## src/rtl/pipe_stage_hs.sv

```systemverilog
// Inter-stage pipeline register with valid/ready handshake, optional 2-entry skid
// buffer, synchronous flush and a free-running accepted-transfer counter.
module pipe_stage_hs #(
  parameter int unsigned DATA_W  = 74,
  parameter bit          SKID_EN = 1'b1,
  parameter int unsigned CNT_W   = 16
) (
  input  logic              clk,
  input  logic              reset,
  input  logic              flush,
  input  logic              in_valid,
  output logic              in_ready,
  input  logic [DATA_W-1:0] in_data,
  output logic              out_valid,
  input  logic              out_ready,
  output logic [DATA_W-1:0] out_data,
  output logic [1:0]        occupancy,
  output logic [CNT_W-1:0]  xfer_cnt
);

  typedef enum logic [1:0] {
    ST_EMPTY = 2'd0,
    ST_ONE   = 2'd1,
    ST_TWO   = 2'd2
  } state_t;

  state_t              r_state;
  logic [DATA_W-1:0]   r_main;
  logic [DATA_W-1:0]   r_skid;
  logic                r_out_valid;
  logic                r_in_ready;
  logic [1:0]          r_occ;
  logic [CNT_W-1:0]    r_cnt;

  logic                w_in_ready;
  logic                w_in_fire;
  logic                w_out_fire;

  // Skid mode keeps in_ready registered; bypass mode lets a draining output admit new data.
  generate
    if (SKID_EN) begin : g_skid_ready
      assign w_in_ready = r_in_ready;
    end else begin : g_comb_ready
      assign w_in_ready = ~r_out_valid | out_ready;
    end
  endgenerate

  assign w_in_fire  = in_valid & w_in_ready;
  assign w_out_fire = r_out_valid & out_ready;

  assign in_ready  = w_in_ready;
  assign out_valid = r_out_valid;
  assign out_data  = r_main;
  assign occupancy = r_occ;
  assign xfer_cnt  = r_cnt;

  // State, payload and status registers; flush overrides every transition.
  always_ff @(posedge clk or posedge reset) begin
    if (reset) begin
      r_state     <= ST_EMPTY;
      r_main      <= '0;
      r_skid      <= '0;
      r_out_valid <= 1'b0;
      r_in_ready  <= 1'b1;
      r_occ       <= 2'd0;
      r_cnt       <= '0;
    end else begin
      if (w_in_fire) begin
        r_cnt <= r_cnt + CNT_W'(1);
      end

      if (flush) begin
        r_state     <= ST_EMPTY;
        r_main      <= '0;
        r_skid      <= '0;
        r_out_valid <= 1'b0;
        r_in_ready  <= 1'b1;
        r_occ       <= 2'd0;
      end else begin
        case (r_state)
          ST_EMPTY: begin
            if (w_in_fire) begin
              r_state     <= ST_ONE;
              r_main      <= in_data;
              r_out_valid <= 1'b1;
              r_occ       <= 2'd1;
            end
          end
          ST_ONE: begin
            if (w_in_fire && w_out_fire) begin
              r_main <= in_data;
            end else if (w_in_fire && SKID_EN) begin
              r_state    <= ST_TWO;
              r_skid     <= in_data;
              r_in_ready <= 1'b0;
              r_occ      <= 2'd2;
            end else if (w_out_fire) begin
              r_state     <= ST_EMPTY;
              r_out_valid <= 1'b0;
              r_occ       <= 2'd0;
            end
          end
          ST_TWO: begin
            if (w_out_fire) begin
              r_state    <= ST_ONE;
              r_main     <= r_skid;
              r_in_ready <= 1'b1;
              r_occ      <= 2'd1;
            end
          end
          default: begin
            r_state     <= ST_EMPTY;
            r_out_valid <= 1'b0;
            r_in_ready  <= 1'b1;
            r_occ       <= 2'd0;
          end
        endcase
      end
    end
  end

endmodule
```

## config.mk

```make
export PLATFORM = sky130hd
export DESIGN_NAME = pipe_stage_hs
export DESIGN_NICKNAME = d
export VERILOG_FILES = /design/src/rtl/pipe_stage_hs.sv
export SDC_FILE = /design/constraint.sdc
export NUM_CORES = 1
export LEC_CHECK = 0
export ABC_AREA = 1
export BUFFER_PORTS_ARGS = -buffer_cell sky130_fd_sc_hd__clkbuf_2
export CAP_MARGIN = 20
export CORE_ASPECT_RATIO = 1.75
export CORE_MARGIN = 4
export CORE_UTILIZATION = 25
export DETAILED_ROUTE_END_ITERATION = 12
export GPL_TIMING_DRIVEN = 1
export PLACE_DENSITY = 0.46
export SYNTH_ARGS = -nofsm -noshare
export SYNTH_HDL_FRONTEND = slang
export SYNTH_SLANG_ARGS = --single-unit
```

## constraint.sdc

```tcl
create_clock -name clk -period 4.9 [get_ports clk]
set_input_delay 0.245 -clock clk [delete_from_list [all_inputs] [get_ports clk]]
set_output_delay 0.245 -clock clk [all_outputs]
set_load 0.005 [all_outputs]
```

==> flow_metrics.py <==
metrics = {
    "routing": {
        "dr.max_layer_used": "met5",
        "wl_met2_mm": 11.2,
        "drc_errors": 0,
        "avgRoutedWirePerCell_um": 15.1,
        "drt_iter0_drc": 353,
        "via_per_inst": 4.52,
        "antenna_left": 0,
        "vias": 6427,
        "wl_met3_mm": 1.00,
        "drt-met1-wl_mm": 8.74,
        "dr.pass1.iters": 5,
        "drt_wl_total_mm": 21.5,
    },
    "setup_path": {
        "critical_path_class": "reg -> reg",
        "ff2ff_path_depth": 7,
        "cp_num_cells": 7,
        "cpLargestDelayFamily": "simple AND/OR/NAND/NOR gates",
        "crit_arrival_ns": 2.98,
        "critPathMaxFanout": 76,
        "critPathBufInv": 2,
        "required_ns": 5.21,
        "critPathCaptureType": "flip-flop",
        "critPathMaxStageDelay_ns": 0.64,
        "crit_slowest_cell": "nand3_4",
        "path_cells": "inv_2 -> nand2_4 -> nor2_4 -> nand2_2 -> nand3_4 -> buf_4 -> o21ai_0",
        "start_kind": "flip-flop",
    },
    "flow_run": {
        "maxCapViolations": 0,
    },
    "global_routing": {
        "antenna_found_initial": 3,
        "grt_max_degree": 97,
        "grt_pass1_wl_mm": 34.3,
        "grt_pass1_vias": 6148,
        "gr-usage-all-layers": 0.131,
        "overflow": 0,
    },
    "cts": {
        "cts_buffers": 17,
        "clkTransAtPathRegs_ns": 0.07,
        "clockBufferDepth": 2,
        "cts_hold_buf": 0,
        "cts_resized": 0,
        "cts_root_buf": "clkbuf_16",
        "clock_latency_ns": 0.44,
        "cts_tree": "yes",
        "cts.sinks": 168,
        "cts_setup_buffers": 0,
        "htreeDepth": 4,
    },
    "timing": {
        "worst_slack_ns": 2.22,
        "finalSetupViolCount": 0,
        "worst_slew_pin_slew_ns": 0.926,
        "hold_viol_final": 22,
        "fmax_mhz": 374,
        "rsz0062_at_grt": "no",
        "layout_min_cycle_time_ns": 2.68,
        "clock_skew_ns": 0.0127,
        "holdWs_ns": -0.0255,
        "final_max_slew_viol_count": 0,
        "relSlewSlack": 0.383,
        "layout_worst_path_cycle_share": 0.546,
        "setup-tns-final_ns": 0,
    },
    "min_path": {
        "hp-class": "in -> async",
    },
    "synth": {
        "syn_avg_cell_area_um2": 8.68,
        "yosys.area.top_type": "dfrtp_1",
        "ys_seq_area_frac": 0.549,
        "synth_cell_types": 28,
        "synth_cells": 882,
        "syn-cell-area_mm2": 0.00766,
        "ys_ff_latch": 168,
        "yosysTopAreaCellShare": 0.546,
        "synth_warnings": 0,
        "syn_nets": 962,
        "ys_top_cells_by_area": "dfrtp_1 55%, nand2_1 10%, o21ai_1 6.9%",
    },
    "status": {
        "status": "finished, violations left",
        "violations": "negative hold slack",
    },
    "floorplanning": {
        "die_x_um": 140,
        "die-height_um": 240,
        "pin_count": 173,
        "die-area_mm2": 0.0336,
        "core_mm2": 0.0302,
        "rows": 84,
        "initial_core_util": 0.254,
    },
    "finish": {
        "final_layout_size_suffix_gt1_frac": 0.220,
        "postLayoutCellArea_mm2": 0.00935,
        "nNetsFinal": 1101,
        "postLayoutCoreUtil": 0.310,
        "syn2layout_area_growth_pct": 22.1,
    },
    "pwr": {
        "power_per_cell_area_mw_per_mm2": 501,
        "leakagePower_nw": 4.46,
        "ir_worst_vdd_mv": 0.234,
    },
    "placement": {
        "io_buffers": 172,
        "gp_congestion": 0.753,
        "dpl_cell_area_mm2": 0.00874,
        "dp_hpwl_mm": 14.5,
        "dp_slack_ns": 2.19,
    },
}
## synth_stat cells, drive strengths merged
cell and n:
a21oi 2, buf 34, clkbuf 27, clkinv 1, dfrtp 167, dfstp 1
ha 1, inv 99, nand2 207, nand3 85, nand4 5, nor2 31
nor3 3, o211ai 60, o21ai 134, o22ai 15, xnor2 6, xor2 4
## area by class of cell
cell class / count / area (µm²)
clock buffers: 20 / 457
multi-input cells: 553 / 2740
diodes: 1 / 2.50
clock inverters: 12 / 150
inverters: 100 / 384
fillers: 3234 / 20800
well taps: 387 / 484
repair buffers: 181 / 928
flip-flops and latches: 168 / 4210
## path summary, 6_finish.rpt
check	endpoint	startpoint	slack, ns
min reg2reg	in_ready	in_ready	0.48
max	out_data[16]	occupancy[0]	2.22
min in group clk	r_skid[51]	in_data[51]	0.05
min	out_data[5]	reset	-0.03
max in group asynchronous	r_skid[38]	reset	3.72
max reg2reg	out_data[16]	occupancy[0]	2.22
## where the power goes
part	switching (mW)	internal [mW]
logic	0.813	0.467
registers	0.232	1.76
clock network	0.587	0.827
## placed cells by master (no fill, tap or decap)
cell type,netlist,final
clkinvlp_4,0,3
clkinv_4,0,2
clkinv_2,0,5
xor2_1,4,4
nor2_1,29,29
nand4_1,5,5
o211ai_1,60,60
nand3_1,83,83
inv_6,0,1
clkbuf_8,0,2
a21oi_1,2,2
ha_1,1,1
clkbuf_16,0,17
nor2_2,1,1
xnor2_1,6,6
o22ai_1,15,15
clkinv_1,1,1
o21ai_0,28,28
clkbuf_1,27,1
nand3_4,0,1
nor2_4,1,1
nor3_1,3,3
bufinv_16,0,3
diode_2,0,1
inv_2,5,3
o21ai_1,106,106
buf_4,13,9
dfrtp_1,167,167
nand2_2,3,2
nand3_2,2,1
dfstp_2,1,1
clkbuf_2,0,172
nand2_4,1,2
inv_1,94,93
inv_4,0,1
nand2_1,203,203
## kinds of logic (layout without fill, tap and decap cells)
kind of cell               count (synthesis)  after routing  synth area share
xor gates and xnor gates                  10             10            0.0114
DFF                                      168            168             0.549
other                                      0              1                 0
buffers and inverters                    161            313            0.0949
and+or+nand+nor                          331            331             0.183
AOI/OAI and AO/OA                        211            211             0.160
adders and majority gates                  1              1           0.00163
## stage by stage
stage / hold WS (ns) / std cells / power, mW
after global routing: 0.0427 / 1421 / 5.04
after global placement: 0.475 / 1389 / 3.33
after detailed placement: 0.477 / 1389 / 3.34
final: -0.0255 / 1422 / 4.69
after CTS: 0.0102 / 1421 / 4.80
after floorplan: 0.395 / 882 / 2.83
## sequential cells by signal (all words and copies together) (netlist names)
signal	cells
in_ready	1
occupancy	2
out_data	74
out_valid	1
r_skid	74
xfer_cnt	16
## layer usage
layer / track usage / vias up
met3: 0.0316 / 24
met4: 0.0591 / 2
met1: 0.150 / 3064
li1: - / 3199
met5: 0 / -
met2: 0.231 / 138
(Power assumes the default switching activity.)
